## config.mk

```make
export PLATFORM = sky130hd
export DESIGN_NAME = mine_field_generator_flat
export DESIGN_NICKNAME = d
export VERILOG_FILES = /design/src/rtl/mine_field_generator_if.sv /design/src/rtl/mine_field_generator.sv /design/src/flat_wrapper.sv
export SDC_FILE = /design/constraint.sdc
export NUM_CORES = 1
export LEC_CHECK = 0
export BUFFER_PORTS_ARGS = -buffer_cell sky130_fd_sc_hd__buf_2
export CAP_MARGIN = 20
export CORE_MARGIN = 2
export CORE_UTILIZATION = 55
export CTS_CLUSTER_DIAMETER = 30
export DETAILED_ROUTE_END_ITERATION = 8
export PLACE_DENSITY = 0.69
export REMOVE_ABC_BUFFERS = 1
export SLEW_MARGIN = 20
export SYNTH_ARGS = -nofsm -noshare
export SYNTH_HDL_FRONTEND = slang
export SYNTH_SLANG_ARGS = --single-unit
```

## constraint.sdc

```tcl
create_clock -name clk -period 10.6 [get_ports clk]
set_input_delay 3.18 -clock clk [delete_from_list [all_inputs] [get_ports clk]]
set_output_delay 3.18 -clock clk [all_outputs]
set_load 0.02 [all_outputs]
```

## src/rtl/mine_field_generator_if.sv

```systemverilog
// mine_field_generator_if: start request in, board-memory write stream and status out
interface mine_field_generator_if;
  logic       start;
  logic [7:0] bombs;
  logic       busy;
  logic       wr_en;
  logic [2:0] wr_row;
  logic [2:0] wr_col;
  logic [7:0] wr_data;
  logic       done;
  logic [6:0] mines;
  modport master (output start, bombs, input busy, wr_en, wr_row, wr_col, wr_data, done, mines);
  modport slave (input start, bombs, output busy, wr_en, wr_row, wr_col, wr_data, done, mines);
endinterface

```

## src/rtl/mine_field_generator.sv

```systemverilog
// mine_field_generator: places random mines on an 8x8 board and streams cell values row-major
module mine_field_generator #(
  parameter logic [15:0] SEED      = 16'hACE1,
  parameter int          MAX_BOMBS = 63,
  parameter logic [7:0]  MINE_CODE = 8'h0F
) (
  input logic clk,
  input logic rst,
  mine_field_generator_if.slave bus
);
  typedef enum logic [2:0] {IDLE, CLEAR, PLACE, COUNT, DONE} state_t;
  localparam logic [15:0] SEED_NZ = (SEED == 16'h0) ? 16'hACE1 : SEED;
  localparam logic [7:0]  MAX_N   = 8'(MAX_BOMBS);
  state_t      state_q, state_d;
  logic [15:0] lfsr_q, lfsr_d;
  logic [63:0] map_q, map_d;
  logic [6:0]  placed_q, placed_d, target_q, target_d, mines_q, mines_d;
  logic [5:0]  cell_q, cell_d, idx;
  logic        busy_q, busy_d, wr_en_q, wr_en_d, done_q, done_d;
  logic [2:0]  row_q, row_d, col_q, col_d;
  logic [7:0]  data_q, data_d;
  // In-bounds 8-neighbour popcount, no wrap-around at edges
  function automatic logic [3:0] nbr(input logic [63:0] m, input logic [5:0] k);
    logic [3:0] n;
    int r, c;
    n = '0;
    r = int'(k[5:3]);
    c = int'(k[2:0]);
    for (int dr = -1; dr <= 1; dr++)
      for (int dc = -1; dc <= 1; dc++)
        if ((dr != 0 || dc != 0) && r + dr >= 0 && r + dr < 8 && c + dc >= 0 && c + dc < 8)
          n = n + {3'b0, m[6'((r + dr) * 8 + c + dc)]};
    return n;
  endfunction
  assign idx = lfsr_q[5:0];
  always_comb begin
    state_d  = state_q;
    map_d    = map_q;
    placed_d = placed_q;
    target_d = target_q;
    cell_d   = cell_q;
    lfsr_d   = {lfsr_q[14:0], lfsr_q[15] ^ lfsr_q[13] ^ lfsr_q[12] ^ lfsr_q[10]};
    case (state_q)
      IDLE: if (bus.start) begin
        state_d  = CLEAR;
        target_d = (bus.bombs == 8'd0) ? 7'd1 : (bus.bombs > MAX_N ? MAX_N[6:0] : bus.bombs[6:0]);
      end
      CLEAR: begin
        map_d    = '0;
        placed_d = '0;
        state_d  = PLACE;
      end
      PLACE: if (placed_q == target_q) begin
        state_d = COUNT;
        cell_d  = '0;
      end else if (!map_q[idx]) begin
        map_d[idx] = 1'b1;
        placed_d   = placed_q + 7'd1;
      end
      COUNT: begin
        cell_d  = cell_q + 6'd1;
        state_d = (cell_q == 6'd63) ? DONE : COUNT;
      end
      default: state_d = IDLE;
    endcase
    // Outputs are registered from the next state so they line up with it cycle for cycle
    busy_d  = state_d inside {CLEAR, PLACE, COUNT};
    wr_en_d = state_d == COUNT;
    done_d  = state_d == DONE;
    mines_d = (state_d == DONE) ? target_q : mines_q;
    row_d   = wr_en_d ? cell_d[5:3] : row_q;
    col_d   = wr_en_d ? cell_d[2:0] : col_q;
    data_d  = wr_en_d ? (map_q[cell_d] ? MINE_CODE : {4'h0, nbr(map_q, cell_d)}) : data_q;
  end
  always_ff @(posedge clk) begin
    if (!rst) begin
      state_q  <= IDLE;
      lfsr_q   <= SEED_NZ;
      map_q    <= '0;
      placed_q <= '0;
      target_q <= '0;
      cell_q   <= '0;
      mines_q  <= '0;
      busy_q   <= 1'b0;
      wr_en_q  <= 1'b0;
      done_q   <= 1'b0;
      row_q    <= '0;
      col_q    <= '0;
      data_q   <= '0;
    end else begin
      state_q  <= state_d;
      lfsr_q   <= lfsr_d;
      map_q    <= map_d;
      placed_q <= placed_d;
      target_q <= target_d;
      cell_q   <= cell_d;
      mines_q  <= mines_d;
      busy_q   <= busy_d;
      wr_en_q  <= wr_en_d;
      done_q   <= done_d;
      row_q    <= row_d;
      col_q    <= col_d;
      data_q   <= data_d;
    end
  end
  assign bus.busy    = busy_q;
  assign bus.wr_en   = wr_en_q;
  assign bus.wr_row  = row_q;
  assign bus.wr_col  = col_q;
  assign bus.wr_data = data_q;
  assign bus.done    = done_q;
  assign bus.mines   = mines_q;
endmodule
```

## src/flat_wrapper.sv

```systemverilog
// flat-port wrapper written by rule: the top's interface ports become plain ports
module mine_field_generator_flat 
#(
  parameter logic [15:0] SEED      = 16'hACE1,
  parameter int          MAX_BOMBS = 63,
  parameter logic [7:0]  MINE_CODE = 8'h0F
)
  (clk, rst, bus_start, bus_bombs, bus_busy, bus_wr_en, bus_wr_row, bus_wr_col, bus_wr_data, bus_done, bus_mines);
  mine_field_generator_if bus_i ();
  input logic clk;
  input logic rst;
  input wire logic [$bits(bus_i.start)-1:0] bus_start;
  input wire logic [$bits(bus_i.bombs)-1:0] bus_bombs;
  output wire logic [$bits(bus_i.busy)-1:0] bus_busy;
  output wire logic [$bits(bus_i.wr_en)-1:0] bus_wr_en;
  output wire logic [$bits(bus_i.wr_row)-1:0] bus_wr_row;
  output wire logic [$bits(bus_i.wr_col)-1:0] bus_wr_col;
  output wire logic [$bits(bus_i.wr_data)-1:0] bus_wr_data;
  output wire logic [$bits(bus_i.done)-1:0] bus_done;
  output wire logic [$bits(bus_i.mines)-1:0] bus_mines;
  assign bus_i.start = bus_start;
  assign bus_i.bombs = bus_bombs;
  assign bus_busy = bus_i.busy;
  assign bus_wr_en = bus_i.wr_en;
  assign bus_wr_row = bus_i.wr_row;
  assign bus_wr_col = bus_i.wr_col;
  assign bus_wr_data = bus_i.wr_data;
  assign bus_done = bus_i.done;
  assign bus_mines = bus_i.mines;
  mine_field_generator #(.SEED(SEED), .MAX_BOMBS(MAX_BOMBS), .MINE_CODE(MINE_CODE)) u_core (.clk(clk), .rst(rst), .bus(bus_i));
endmodule
```

==> results of run 1 <==
-- state kept, by name, indices dropped and copies added (netlist names), 4 cells and up --
| signal | flops |
|---|---|
| u_core.bus.mines | 7 |
| u_core.bus.wr_data | 4 |
| u_core.cell_q | 6 |
| u_core.lfsr_q | 16 |
| u_core.map_q | 64 |
| u_core.placed_q | 7 |
| u_core.target_q | 7 |
-- layer usage --
metal	GRT usage	wire [um]
met1	0.4007	10290
met2	0.4615	10920
met3	0.06237	1776
met4	0.1164	718
met5	0	0
-- power by group --
part	total (W)	switching, W	internal [W]	leakage [nW]
clock network	0.000653	0.000214	0.000439	0.325
registers	0.000508	0.0000257	0.000482	0.999
logic	0.000324	0.000202	0.000122	2.31
total	0.00148	0.000442	0.00104	3.63
-- synth_stat cells (6+ instances only) --
cell type  count  area (um2)
nor4_1         7       43.79
mux4_2        33       743.2
o211a_1       14       140.1
o32ai_1        6       52.55
nor2b_1       21       131.4
nand3_1       23       115.1
nor3_1         7       35.03
nor2_1       127       476.7
dfxtp_1      123        2462
a221oi_1       8       70.07
and2_1        20       125.1
buf_4         11       82.58
buf_1          9       33.78
a221o_1        8       80.08
and3_1         7       43.79
xnor2_1       18       157.7
xor2_1        16       140.1
clkbuf_1      25       93.84
mux2_2        13       146.4
ha_1          26       325.3
a211oi_1      10       75.07
inv_1         19       71.32
mux2i_1       73       730.7
nand2b_1      12       75.07
nand2_1       67       251.5
o21ai_0       14       70.07
a21oi_1       91       455.4
buf_2         20       100.1
-- worst paths after layout --
kind                                   endpoint                   startpoint  slack (ns)
max reg2reg  u_core.bus.wr_data[2]$_SDFFE_PN0P_  u_core.cell_q[0]$_SDFF_PN0_        1.12
min reg2reg         u_core.lfsr_q[7]$_SDFF_PN1_  u_core.lfsr_q[6]$_SDFF_PN1_        0.40
min                 u_core.lfsr_q[7]$_SDFF_PN1_  u_core.lfsr_q[6]$_SDFF_PN1_        0.40
max          u_core.bus.wr_data[2]$_SDFFE_PN0P_  u_core.cell_q[0]$_SDFF_PN0_        1.12
-- kinds of logic (layout without fill, tap and decap cells) --
group,after synthesis,count (layout),synth area share
compound gates,236,236,0.1994
xor+xnor,38,38,0.04338
other cells,1,4,0.0004408
simple gates,327,327,0.1899
mux,119,119,0.1904
fa+ha+maj,26,26,0.03824
buf+inv,90,96,0.04882
flops,123,123,0.2894
-- through the flow --
stage	std cells	instance area [um2]
2_1_floorplan	897	8198
5_1_grt	1157	9341
3_3_place_gp	1125	8667
6_report	1157	9341
3_5_place_dp	1125	8667
4_1_cts	1157	9341
-- layout make-up --
class	instances	area [um2]
Clock buffer	24	521.8
Sequential cell	123	2462
Multi-Input combinational cell	750	5650
Inverter	24	93.84
Timing Repair Buffer	40	225.2
Fill cell	1314	5804
Clock inverter	8	152.6
Tap cell	188	235.2
-- critical path: cells and delay by family (launching register included) --
kind / cells / cell delay [ns]
AOI/OAI and AO/OA: 7 / 1.47
xor gates and xnor gates: 3 / 0.82
adders and majority gates: 8 / 2.50
buffers and inverters: 3 / 1.04
DFF: 1 / 0.70
muxes: 5 / 1.47
and+or+nand+nor: 7 / 1.38
==> impl_metrics.json, run 1 <==
{
  "slowest_stage": "dfxtp_1",
  "antenna_left": 0,
  "utilization": 0.6168,
  "rsz0062_at_grt": "no",
  "grt_pass1_wl_um": 37870,
  "routed_wl_um": 23700,
  "die_height_um": 128.4,
  "drc": 0,
  "mostFrequentLayoutCells": "127 x nor2_1, 123 x dfxtp_1, 91 x a21oi_1",
  "routedWlPerCell_um": 20.49,
  "path_class": "reg -> reg",
  "netlist_area_mm2": 0.008508,
  "grt_pass1_vias": 6827,
  "finalHoldViolCount": 0,
  "maxCapViolations": 0,
  "drtPass1Iterations": 5,
  "syn_avg_cell_area_um2": 8.863,
  "cts.repair.resized": 0,
  "cts_setup_buffers": 0,
  "port-buffer-count": 30,
  "cp.required_ns": 10.91,
  "clk_transition_reported_paths_ns": 0.06,
  "max_freq_mhz": 105.5,
  "final_common_cell": "nor2_1",
  "fp-row-count": 45,
  "p_total_w": 0.001484,
  "clk_path_buf_depth": 2,
  "cpPeakStageDelay_ns": 0.70,
  "start_kind": "flip-flop",
  "layout-drive-gt1-share": 0.1589,
  "grt_start_max_net_pins": 67,
  "hp-class": "reg -> reg",
  "arrival_ns": 9.79,
  "fin_skew_ns": 0.01130,
  "die-area_mm2": 0.01648,
  "hold_ws_ns": 0.4033,
  "async_flop_share": 0,
  "h-tree-depth": 4,
  "area_delta_synth_final_pct": 9.794,
  "initialDrtViolationCount": 696,
  "period_share": 0.8946,
  "layout_setup_ws_ns": 1.117,
  "ys_ff_latch": 123,
  "p_per_area_mw_per_mm2": 158.9,
  "io_pins": 35,
  "synth_cell_types": 91,
  "clockRootBuffer": "clkbuf_16",
  "die_x_um": 128.4,
  "period_minus_slack_ns": 9.483,
  "reg2reg_depth": 33,
  "ir_drop_mv": 0.1345,
  "initial_utilization": 0.5618,
  "cts_tree": "done",
  "grt-ovfl-total": 0,
  "cp_common_cell": "ha_1",
  "setup_viol": 0,
  "final_nets": 993,
  "synth_top_flop_cell": "dfxtp_1",
  "gp_congestion": 1.050,
  "syn_inst": 960,
  "critical_path.max_fanout": 44,
  "cts_hold_buf": 0,
  "status": "completed",
  "yosys_warnings": 0,
  "cts_made_buffers": 17,
  "core-area_mm2": 0.01515,
  "worstSetupEndpointType": "flip-flop",
  "leakage_nw": 3.633,
  "antenna_found_initial": 0,
  "grt.total_usage": 0.2949,
  "dp_hpwl_um": 17010,
  "vias": 7520,
  "slew_violations": 0,
  "tightest_slew_ns": 1.049,
  "setup-tns-final_ns": 0,
  "synth_seq_area_share": 0.2894,
  "synth_edf_count": 0,
  "clock_sinks": 123,
  "via_per_inst": 6.500,
  "diodes": 0,
  "slew_headroom": 0.2994,
  "min_path_cells": 1,
  "insertion_delay_ns": 0.43,
  "place_ws_ns": 1.265
}
Power figures use the tool's default switching activity.
==> run 2, diff against run 1 <==
Settings changed: PLACE_DENSITY 0.69 to 0.72, SKIP_CTS_REPAIR_TIMING set to 1, TNS_END_PERCENT set to 20.
Clock period 10.6 ns to 8.4 ns, I/O delays scaled along.
==> run 2 against run 1 <==
Net effect: sequential power is 24% higher; register-to-register slack got worse by 0.83 ns; utilization increased by 1.9 points; cell count grew 2.7%; critical path depth rose by 4; hold slack gained 0.0010 ns; via count rose by 2.7%; die area unchanged; routed wire length rose by 1.1%; critical path type unchanged; largest power group unchanged.
==> impl_metrics.json, run 2 (synthesis results as in run 1) <==
{
  "status": "completed",
  "drtPass1Iterations": 7,
  "io_pins": 35,
  "hp-class": "reg -> reg",
  "seq_area_mm2": 0.002469,
  "period_share": 0.9659,
  "initialDrtViolationCount": 789,
  "regMostFlops": "u_core.map_q",
  "start_kind": "flip-flop",
  "grt.total_usage": 0.2908,
  "clk_path_buf_depth": 2,
  "port-buffer-count": 30,
  "fp-row-count": 45,
  "dp_hpwl_um": 16900,
  "cp.required_ns": 8.72,
  "antenna_found_initial": 2,
  "vias": 7721,
  "cts_made_buffers": 17,
  "maxCapViolations": 0,
  "worstSetupEndpointType": "flip-flop",
  "p_per_area_mw_per_mm2": 188.7,
  "cp_common_cell": "ha_1",
  "cts_tree": "done",
  "final_common_cell": "nor2_1",
  "slew_headroom": 0.3456,
  "h-tree-depth": 4,
  "reg.largest.list": "u_core.map_q x64, u_core.lfsr_q x16",
  "die_x_um": 128.4,
  "grt_pass1_vias": 6893,
  "multi_input_area_mm2": 0.005776,
  "diodes": 0,
  "clock_sinks": 123,
  "grt_start_max_net_pins": 72,
  "antenna_left": 0,
  "layout-drive-gt1-share": 0.2110,
  "utilization": 0.6362,
  "gr-max-usage-layer": "met2",
  "fin_skew_ns": 0.008496,
  "max_freq_mhz": 123.2,
  "initial_utilization": 0.5618,
  "ir_drop_mv": 0.1445,
  "mostFrequentLayoutCells": "127 x nor2_1, 118 x dfxtp_1, 90 x a21oi_1",
  "setup_viol": 0,
  "die_height_um": 128.4,
  "slowest_stage": "mux4_2",
  "core-area_mm2": 0.01515,
  "largest_reg_flops": 64,
  "leakage_nw": 3.718,
  "arrival_ns": 8.43,
  "grt_pass1_wl_um": 37360,
  "met1_usage": 0.3875,
  "period_minus_slack_ns": 8.114,
  "via_per_inst": 6.499,
  "routed_wl_um": 23960,
  "area_delta_synth_final_pct": 13.25,
  "drc": 0,
  "p_total_w": 0.001818,
  "routedWlPerCell_um": 20.17,
  "finalHoldViolCount": 0,
  "cpPeakStageDelay_ns": 0.46,
  "tightest_slew_ns": 0.9780,
  "clk_transition_reported_paths_ns": 0.05,
  "final_nets": 1025,
  "slew_violations": 0,
  "gp_congestion": 1.015,
  "grt-ovfl-total": 0,
  "fillers": 1260,
  "path_class": "reg -> reg",
  "die-area_mm2": 0.01648,
  "insertion_delay_ns": 0.43,
  "use_met2": 0.4496,
  "critical_path.max_fanout": 43,
  "clockRootBuffer": "clkbuf_16",
  "grt_use_met3": 0.06985
}
run 2: cell types whose count changed in the layout (fill, tap and decap cells not counted), moves of 5 or more:
| cell | before | now |
|---|---|---|
| buf_4 | 10 | 39 |
| clkbuf_8 | 7 | 2 |
| dfxtp_1 | 123 | 118 |
| dfxtp_2 | 0 | 5 |
| mux2i_1 | 73 | 66 |
| mux2i_2 | 0 | 7 |
run 2: area by class of cell:
type	instances	share of cell area
clock inverters	11	0.01234
repair buffers	72	0.05038
clock buffers	20	0.04740
multi-input cells	750	0.5994
well taps	188	0.02441
inverters	24	0.009869
flip-flops and latches	123	0.2562
run 2: through the flow:
stage	worst slack [ns]	instance area, um2	hold slack, ns	std cells	setup TNS (ns)
floorplan	0.008383	8198	0.3863	897	0
global placement	0.1352	8860	0.3906	1149	0
detailed placement	0.00004530	8860	0.3931	1149	0
CTS	-0.06023	9435	0.4048	1180	-0.06023
global route	-0.03437	9635	0.4172	1188	-0.03437
finish	0.2864	9635	0.4043	1188	0
run 2: metal layers:
| layer | vias to the layer above | wire, um |
|---|---|---|
| met4 | 2 | 842 |
| met1 | 3701 | 10240 |
| li1 | 3588 | - |
| met2 | 359 | 10920 |
| met5 | - | 14 |
| met3 | 71 | 1944 |
run 2: path summary, 6_finish.rpt:
| check | slack (ns) | endpoint | depth (start not counted) | from |
|---|---|---|---|---|
| max reg2reg | 0.29 | u_core.bus.wr_data[2]$_SDFFE_PN0P_ | 37 | u_core.placed_q[6]$_SDFFE_PN0P_ |
| min reg2reg | 0.40 | u_core.lfsr_q[7]$_SDFF_PN1_ | 1 | u_core.lfsr_q[6]$_SDFF_PN1_ |
| max | 0.29 | u_core.bus.wr_data[2]$_SDFFE_PN0P_ | 37 | u_core.placed_q[6]$_SDFFE_PN0P_ |
| min | 0.40 | u_core.lfsr_q[7]$_SDFF_PN1_ | 1 | u_core.lfsr_q[6]$_SDFF_PN1_ |
run 2: worst max-delay path, delay by kind of cell (launching register included):
kind / cells / cell delay, ns
adders and majority gates: 8 / 2.27
AOI/OAI and AO/OA: 9 / 1.54
muxes: 5 / 1.40
and+or+nand+nor: 8 / 1.24
buffers and inverters: 4 / 0.68
xor gates and xnor gates: 3 / 0.51
DFF: 1 / 0.34
run 2: report_power, final:
part | total [W] | leakage (nW) | switching, W | internal [W]
Combinational | 0.000472 | 2.44 | 0.000287 | 0.000185
Clock | 0.000715 | 0.274 | 0.000267 | 0.000448
Sequential | 0.000631 | 1.00 | 0.0000221 | 0.000609
==> run 3, diff against run 2 <==
Settings changed: PLACE_DENSITY 0.72 to 0.75.
==> run 3 against run 2 <==
Net effect: total power rose by 3.8%; cell count about the same; utilization grew 0.78 points; cell area increased by 1.2%; setup slack got worse by 0.011 ns; sequential power is essentially flat; clock-buffer cell count unchanged; maximum frequency fell by 0.13%; hold slack lost 0.00074 ns; critical path type unchanged; critical endpoint unchanged.
==> impl_metrics.json, run 3 (synthesis results as in run 1) <==
{
  "insertion_delay_ns": 0.43,
  "max_freq_mhz": 123.1,
  "finalHoldViolCount": 0,
  "initialDrtViolationCount": 870,
  "grt-ovfl-total": 0,
  "vias": 7890,
  "status": "completed",
  "drc": 0,
  "cp_common_cell": "ha_1",
  "routedWlPerCell_um": 20.61,
  "period_share": 0.9672,
  "mostFrequentLayoutCells": "126 x nor2_1, 121 x dfxtp_1, 90 x a21oi_1",
  "die-area_mm2": 0.01648,
  "final_cells": 1187,
  "arrival_ns": 8.44,
  "die_height_um": 128.4,
  "r2r-start": "u_core.placed_q[6]$_SDFFE_PN0P_",
  "antenna_found_initial": 0,
  "worstSetupEndpointType": "flip-flop",
  "setup_viol": 0,
  "area_delta_synth_final_pct": 14.65,
  "p_per_area_mw_per_mm2": 193.4,
  "reg2reg_depth": 36,
  "gp_congestion": 0.9657,
  "maxCapViolations": 0,
  "via_per_inst": 6.647,
  "cts_made_buffers": 17,
  "grt.total_usage": 0.2884,
  "slowest_stage": "nor3_4",
  "fin_skew_ns": 0.01140,
  "cpPeakStageDelay_ns": 0.50,
  "reg.largest.list": "u_core.map_q x64, u_core.lfsr_q x16",
  "hp-start": "u_core.lfsr_q[9]$_SDFF_PN0_",
  "largest_reg_flops": 64,
  "start_kind": "flip-flop",
  "diodes": 0,
  "slew_headroom": 0.3301,
  "hold_ws_ns": 0.4036,
  "routed_wl_um": 24470,
  "port-buffer-count": 30,
  "die_x_um": 128.4,
  "min_path_cells": 1,
  "ir_drop_mv": 0.1762,
  "path_class": "reg -> reg",
  "slew_violations": 0,
  "regToRegEndpoint": "u_core.bus.wr_data[2]$_SDFFE_PN0P_",
  "clk_transition_reported_paths_ns": 0.06,
  "critical_path.max_fanout": 8,
  "regMostFlops": "u_core.map_q",
  "whs_endpoint": "u_core.lfsr_q[10]$_SDFF_PN1_",
  "initial_utilization": 0.5618,
  "fp-row-count": 45,
  "antenna_left": 0,
  "grt_pass1_wl_um": 37200,
  "p_total_w": 0.001887,
  "final_nets": 1023,
  "layout-drive-gt1-share": 0.2112,
  "dp_hpwl_um": 16710,
  "cts_tree": "done",
  "io_pins": 35,
  "hp-class": "reg -> reg",
  "clockRootBuffer": "clkbuf_16",
  "cp.required_ns": 8.71,
  "final_common_cell": "nor2_1",
  "drtPass1Iterations": 7,
  "core-area_mm2": 0.01515,
  "grt_pass1_vias": 7078,
  "clk_path_buf_depth": 2,
  "reg2reg_slack_ns": 0.28,
  "tightest_slew_ns": 1.003,
  "post-place-cells": 1150,
  "grt_start_max_net_pins": 72,
  "clock_sinks": 123,
  "leakage_nw": 3.751,
  "period_minus_slack_ns": 8.124,
  "h-tree-depth": 4
}
-- run 3: changes by cell type in the layout (fill, tap and decap cells not counted), sizes merged --
cell	previous run	this run
buf	72	69
bufinv	2	3
clkbuf	20	21
clkinvlp	4	3
inv	25	26
-- run 3: metal layers --
metal | vias up | part of all wire | global-route usage
met5 | - | 0 | 0
met4 | 0 | 0.037 | 0.1157
met3 | 101 | 0.093 | 0.06279
met2 | 426 | 0.46 | 0.4628
met1 | 3782 | 0.41 | 0.3806
li1 | 3581 | - | -
-- run 3: how the worst max path moves through the flow --
stage,from,end,depth (start not counted)
4_1_cts,u_core.state_q[1]$_SDFF_PN0_,u_core.bus.wr_data[2]$_SDFFE_PN0P_,33
3_3_place_gp,u_core.state_q[1]$_SDFF_PN0_,u_core.bus.wr_data[2]$_SDFFE_PN0P_,33
5_1_grt,u_core.placed_q[6]$_SDFFE_PN0P_,u_core.bus.wr_data[2]$_SDFFE_PN0P_,36
6_report,u_core.placed_q[6]$_SDFFE_PN0P_,u_core.bus.wr_data[2]$_SDFFE_PN0P_,36
2_1_floorplan,u_core.cell_q[0]$_SDFF_PN0_,u_core.bus.wr_data[2]$_SDFFE_PN0P_,35
3_5_place_dp,u_core.state_q[1]$_SDFF_PN0_,u_core.bus.wr_data[2]$_SDFFE_PN0P_,33
-- run 3: worst max-delay path, delay by kind of cell, from the launching register on --
kind,cells,cell delay (ns)
AOI/OAI and AO/OA,8,1.33
buffers and inverters,2,0.26
and+or+nand+nor,8,1.44
adders and majority gates,10,2.55
muxes,5,1.53
DFF,1,0.33
xor gates and xnor gates,3,0.57
-- run 3: where the power goes --
| part | switching (W) | leakage (nW) | internal [W] |
|---|---|---|---|
| Combinational | 0.000293 | 2.45 | 0.000192 |
| Sequential | 0.0000216 | 0.999 | 0.000609 |
| Clock | 0.000279 | 0.299 | 0.000492 |
| Total | 0.000594 | 3.75 | 0.00129 |
-- run 3: cell type report --
cell class | count | area (um2)
clock buffer | 20 | 466.7
clock inverter | 12 | 161.4
fill | 1233 | 5391
inverter | 24 | 95.09
multi-input combinational | 750 | 5839
sequential | 123 | 2465
tap | 188 | 235.2
timing repair buffer | 70 | 491.7
-- run 3: stage by stage --
stage	setup slack [ns]	utilization	setup TNS (ns)	cell area, um2
2_1_floorplan	0.008383	-	0	8198
5_1_grt	-0.04274	0.6440	-0.04274	9754
6_report	0.2759	0.6440	0	9754
3_3_place_gp	0.1357	0.5855	0	8867
3_5_place_dp	-0.1342	0.5855	-0.1342	8867
4_1_cts	-0.1584	0.6269	-0.1584	9495
